`src/rtl/cla_pkg.sv`:
```
// Shared constants and helpers for the pipelined carry-lookahead adder/subtractor.
package cla_pkg;

   localparam int CLA_GRP_W = 4;

   function automatic int nGroups(input int width);
      return width / CLA_GRP_W;
   endfunction

endpackage

```
`src/rtl/cla_group4.sv`:
```
// Combinational 4-bit carry-lookahead group; c3 (carry into the group MSB) feeds overflow.
module cla_group4
   import cla_pkg::*;
(
   input  logic [CLA_GRP_W-1:0] a,
   input  logic [CLA_GRP_W-1:0] b,
   input  logic                 cin,
   output logic [CLA_GRP_W-1:0] sum,
   output logic                 cout,
   output logic                 c3
);

   logic [CLA_GRP_W-1:0] p;
   logic [CLA_GRP_W-1:0] g;
   logic [CLA_GRP_W-1:0] c;

   assign p = a ^ b;
   assign g = a & b;

   assign c[0] = cin;
   assign c[1] = g[0] | (p[0] & cin);
   assign c[2] = g[1] | (p[1] & g[0]) | (p[1] & p[0] & cin);
   assign c[3] = g[2] | (p[2] & g[1]) | (p[2] & p[1] & g[0]) | (p[2] & p[1] & p[0] & cin);
   assign cout = g[3] | (p[3] & g[2]) | (p[3] & p[2] & g[1]) | (p[3] & p[2] & p[1] & g[0])
               | (p[3] & p[2] & p[1] & p[0] & cin);

   assign sum = p ^ c;
   assign c3  = c[3];

endmodule

```
`src/rtl/cla_pipe_addsub.sv`:
```
// Pipelined CLA adder/subtractor: LAT = WIDTH/4/GPS stages, GPS 4-bit groups per stage.
// Define CLA_OVF_EN to register signed overflow alongside the sum; otherwise out_ovf is 0.
module cla_pipe_addsub
   import cla_pkg::*;
#(
   parameter int WIDTH = 16,
   parameter int GPS   = 1
)
(
   input  logic             clk,
   input  logic             rst_n,
   input  logic             in_valid,
   output logic             in_ready,
   input  logic [WIDTH-1:0] in_a,
   input  logic [WIDTH-1:0] in_b,
   input  logic             in_cin,
   input  logic             in_sub,
   output logic             out_valid,
   input  logic             out_ready,
   output logic [WIDTH-1:0] out_sum,
   output logic             out_cout,
   output logic             out_ovf
);

   localparam int NG  = nGroups(WIDTH);
   localparam int LAT = NG / GPS;
   localparam int SW  = GPS * CLA_GRP_W;

   logic en;

   // The whole pipe advances in lockstep; bubbles are not squeezed out.
   assign en       = out_ready | ~out_valid;
   assign in_ready = en;

   genvar gi, gj;
   generate
      for (gi = 0; gi < LAT; gi++) begin : stg
         localparam int LO = gi * SW;
         localparam int RW = WIDTH - LO;

         logic [RW-1:0]    a_cur;
         logic [RW-1:0]    b_cur;
         logic             c_cur;
         logic             v_cur;
         logic [GPS:0]     cc;
         logic [GPS-1:0]   c3_g;
         logic [SW-1:0]    gsum;
         logic [LO+SW-1:0] s_next;
         logic [LO+SW-1:0] s_reg;
         logic             c_reg;
         logic             v_reg;
         logic             c3_unused;

         if (gi == 0) begin : src
            assign a_cur  = in_a;
            assign b_cur  = in_b ^ {WIDTH{in_sub}};
            assign c_cur  = in_cin ^ in_sub;
            assign v_cur  = in_valid;
            assign s_next = gsum;
         end else begin : src
            // Only the not-yet-summed upper operand bits travel with the beat.
            assign a_cur  = stg[gi-1].fwd.a_reg;
            assign b_cur  = stg[gi-1].fwd.b_reg;
            assign c_cur  = stg[gi-1].c_reg;
            assign v_cur  = stg[gi-1].v_reg;
            assign s_next = {gsum, stg[gi-1].s_reg};
         end

         assign cc[0] = c_cur;

         for (gj = 0; gj < GPS; gj++) begin : grp
            cla_group4 u_grp (
               .a    (a_cur[gj*CLA_GRP_W +: CLA_GRP_W]),
               .b    (b_cur[gj*CLA_GRP_W +: CLA_GRP_W]),
               .cin  (cc[gj]),
               .sum  (gsum[gj*CLA_GRP_W +: CLA_GRP_W]),
               .cout (cc[gj+1]),
               .c3   (c3_g[gj])
            );
         end

         // Only the MSB group's c3 matters, and only for overflow.
         assign c3_unused = ^c3_g;

         if (gi < LAT-1) begin : fwd
            logic [RW-SW-1:0] a_reg;
            logic [RW-SW-1:0] b_reg;

            always_ff @(posedge clk or negedge rst_n) begin
               if (!rst_n) begin
                  a_reg <= '0;
                  b_reg <= '0;
               end else if (en) begin
                  a_reg <= a_cur[RW-1:SW];
                  b_reg <= b_cur[RW-1:SW];
               end
            end
         end

         always_ff @(posedge clk or negedge rst_n) begin
            if (!rst_n) begin
               s_reg <= '0;
               c_reg <= 1'b0;
               v_reg <= 1'b0;
            end else if (en) begin
               s_reg <= s_next;
               c_reg <= cc[GPS];
               v_reg <= v_cur;
            end
         end
      end
   endgenerate

   assign out_valid = stg[LAT-1].v_reg;
   assign out_sum   = stg[LAT-1].s_reg;
   assign out_cout  = stg[LAT-1].c_reg;

`ifdef CLA_OVF_EN
   logic ovf_reg;

   always_ff @(posedge clk or negedge rst_n) begin
      if (!rst_n) begin
         ovf_reg <= 1'b0;
      end else if (en) begin
         ovf_reg <= stg[LAT-1].c3_g[GPS-1] ^ stg[LAT-1].cc[GPS];
      end
   end

   assign out_ovf = ovf_reg;
`else
   assign out_ovf = 1'b0;
`endif

endmodule

```
`config.mk`:
```
export PLATFORM = sky130hd
export DESIGN_NAME = cla_pipe_addsub
export DESIGN_NICKNAME = d
export VERILOG_FILES = /design/src/rtl/cla_pkg.sv /design/src/rtl/cla_group4.sv /design/src/rtl/cla_pipe_addsub.sv
export SDC_FILE = /design/constraint.sdc
export NUM_CORES = 1
export LEC_CHECK = 0
export BUFFER_PORTS_ARGS = -buffer_cell sky130_fd_sc_hd__buf_2
export CAP_MARGIN = 20
export CORE_MARGIN = 2
export CORE_UTILIZATION = 30
export CTS_BUF_LIST = sky130_fd_sc_hd__clkbuf_2 sky130_fd_sc_hd__clkbuf_4 sky130_fd_sc_hd__clkbuf_8
export CTS_CLUSTER_SIZE = 25
export DETAILED_ROUTE_END_ITERATION = 10
export PLACE_DENSITY = 0.43
export SYNTH_ARGS = -nofsm -noshare
export SYNTH_HDL_FRONTEND = slang
export SYNTH_HIERARCHICAL = 1
export SYNTH_SLANG_ARGS = --single-unit
```
`constraint.sdc`:
```
create_clock -name clk -period 2.65 [get_ports clk]
set_input_delay 0.53 -clock clk [delete_from_list [all_inputs] [get_ports clk]]
set_output_delay 0.53 -clock clk [all_outputs]
set_load 0.02 [all_outputs]
```
==> impl_metrics.csv <==
group,metric,value,unit
pwr,switching_share,32.9,%
worst_setup_path,cpMaxStageDelayCell,"dfrtp_1",
placement,dp.cells,520,
floorplanning,dieWidth,126,um
layout,syn2layout_area_growth,14.2,%
pwr,p_total,5.72,mW
worst_setup_path,path_cells,"nand2b_4 > buf_2",
clocking,clockBufferDepth,2,
pwr,power_frac_seq,43.6,%
global_routing,grt_max_degree,54,
synthesis,synthDistinctLibCells,19,
outcome,status,"finished, final reports clean",
pwr,power.density,1130,nW/um^2
synthesis,synth-seq-cells,96,
timing,hold_violations,0,
synthesis,yosysMostFrequentCell,"dfrtp_1",
synthesis,synth_top_family_by_area,"multiplexers",
clocking,cts.repair.resized,0,
layout,post-route-util,34.9,%
pwr,p_leak,2.39,nW
routing,wirelength,7.42,mm
hold_path,hold_class,"in2async",
worst_setup_path,critical-path-max-stage-delay,0.41,ns
floorplanning,initial_core_util,30.6,%
timing,hold_ws,0.0829,ns
synthesis,syn-num-nets,347,
clocking,htreeDepth,3,
routing,ant_nets,0,
routing,avgRoutedWirePerCell,13.9,um
timing,clock_skew,0.00672,ns
synthesis,synth_area_leader_cell,"dfrtp_1",
synthesis,ys_seq_area_share,54.0,%
worst_setup_path,path_max_fanout,22,
pwr,p_int,3.84,mW
floorplanning,core_region_area,14500,sq um
routing,vias,2337,
job,drv_cap,0,
synthesis,synth.avg_cell_area,15.4,sq um
synthesis,synth_xor_area_share,5.71,%
global_routing,gr-total-overflow,0,
synthesis,netlist_instances,289,
timing,clock.fmax,543,MHz
synthesis,async_reset_ff_share,100,%
timing,tns,0,ns
pwr,ir_drop,343,uV
floorplanning,rows,44,
synthesis,synth-edff-count,0,
worst_setup_path,crit_start,"out_valid$_DFFE_PN0P_",
global_routing,grt_use_total,10.3,%
worst_setup_path,worstPathArrival,1.31,ns
global_routing,grt_antenna_before_repair,1,
clocking,path_clk_slew,0.08,ns
global_routing,grt_pass1_vias,2398,
routing,viasPerCell,4.38,
floorplanning,dieArea,15800,sq um
synthesis,synth_compound_area_share,3.26,%
pwr,clock_power_share,14.4,%
pwr,comb_power_share,42.0,%
synthesis,synth_mux_area_share,26.4,%
synthesis,synth_simple_gate_area_share,1.13,%
clocking,cts_buffers,9,
placement,place.gp.congestion,0.720,
synthesis,synthAdderAreaFrac,6.30,%
floorplanning,fp.dieH,126,um
timing,drv_slew,0,
pwr,switchingPower,1.88,mW
clocking,cts_tree,"done",
routing,first_iter_violations,74,
timing,min_period_over_period,69.5,%
synthesis,synth_area_leaders,"dfrtp_1 (54%), mux2_2 (17%), mux2_4 (9.5%)",
layout,nFillCells,1479,
layout,stdcell_count,533,
timing,grt_setup_unrepaired,"false",
floorplanning,ios,58,
clocking,insertion_delay,0.36,ns
layout,n_antenna_cell,0,
synthesis,synth_warnings,6,
clocking,cts_setup_buffers,0,
timing,setup_viol,0,
synthesis,synth_top_area_share,54.0,%
worst_setup_path,worstSetupPathType,"reg2out",
clocking,cts_hold_buf,0,
worst_setup_path,critPathRequiredTime,2.12,ns
clocking,clock_sinks,96,
placement,port_buffers,56,
clocking,cts_root_buffer,"clkbuf_8",
worst_setup_path,reg2reg_from,"stg[1].fwd.a_reg[0]$_DFFE_PN0P_",
worst_setup_path,r2r_cells,5,
placement,dp_hpwl,5.13,mm
layout,drive_above_1_share,51.0,%
layout,nets,405,
worst_setup_path,start_kind,"flip-flop",
worst_setup_path,cp-end-kind,"primary output",
timing,finalCriticalPeriod,1.84,ns
synthesis,syn-cell-area,4450,sq um
global_routing,grt_pass1_wl,12.8,mm
synthesis,synth_flop_cell,"dfrtp_1",
routing,drtPass1Iterations,4,
routing,drc_errors,0,
synthesis,synth_common_cells,"dfrtp_1 (96), mux2_2 (67), mux2_4 (28)",
[metrics by stage]
stage | setup WS (ns) | cell area, sq um
2_1_floorplan | 0.370 | 4450
3_3_place_gp | 0.501 | 4930
3_5_place_dp | 0.479 | 4930
4_1_cts | 0.755 | 5080
5_1_grt | 0.706 | 5080
6_report | 0.808 | 5080
[worst max-delay path: cells and delay by family, from the launching register on]
family / cells / cell delay (ns)
flip-flops: 1 / 0.41
AND/OR/NAND/NOR: 1 / 0.29
buffers and inverters: 1 / 0.24
[layout by cell type (no fill, tap or decap)]
cell,instances
a211oi_2,4
a21o_1,4
buf_12,3
buf_2,55
buf_4,3
clkbuf_4,2
clkbuf_8,9
clkinv_2,2
conb_1,1
dfrtp_1,96
fa_1,4
ha_1,16
inv_1,8
mux2_2,67
mux2_4,28
nand2b_1,1
nand2b_4,1
nor2_1,8
o21ai_0,4
o21bai_2,4
xnor2_1,2
xor2_1,27
[power groups by stage]
stage / combinational, mW / sequential, mW / clock (mW)
after global routing: 2.66 / 2.60 / 0.929
after CTS: 2.46 / 2.51 / 0.873
after floorplan: 1.80 / 2.60 / 0
after detailed placement: 2.44 / 2.54 / 0
after global placement: 2.40 / 2.53 / 0
final: 2.40 / 2.49 / 0.823
[cells by family after synthesis]
family / count (synthesis)
AO/OA/AOI/OAI: 16
XOR/XNOR: 29
adder cells (fa/ha/maj): 20
buffers and inverters: 22
flip-flops: 96
multiplexers: 95
other: 1
AND/OR/NAND/NOR: 10
[layer usage]
layer  wire, um  track usage, %
met5         13               0
met4        186            5.24
met3        332            2.89
met2       3340            15.0
met1       3550            13.9
[layout make-up]
| cell class | count | area [sq um] | share of cell area [%] |
|---|---|---|---|
| Clock inverter | 2 | 10.0 | 0.197 |
| Clock buffer | 11 | 139 | 2.74 |
| Sequential cell | 96 | 2400 | 47.3 |
| Multi-Input combinational cell | 171 | 1910 | 37.6 |
| Tap cell | 184 | 230 | 4.53 |
| Inverter | 8 | 30.0 | 0.591 |
| Timing Repair Buffer | 61 | 358 | 7.05 |
[worst paths after layout]
kind / end / slack, ns
max: in_ready / 0.81
min: out_sum[0]$_DFFE_PN0P_ / 0.08
max reg2reg: stg[2].c_reg$_DFFE_PN0P_ / 0.90
min reg2reg: out_valid$_DFFE_PN0P_ / 0.47
max in group asynchronous: out_sum[12]$_DFFE_PN0P_ / 1.93
min in group clk: stg[0].fwd.a_reg[3]$_DFFE_PN0P_ / 0.39
Power figures use the tool's default switching activity.
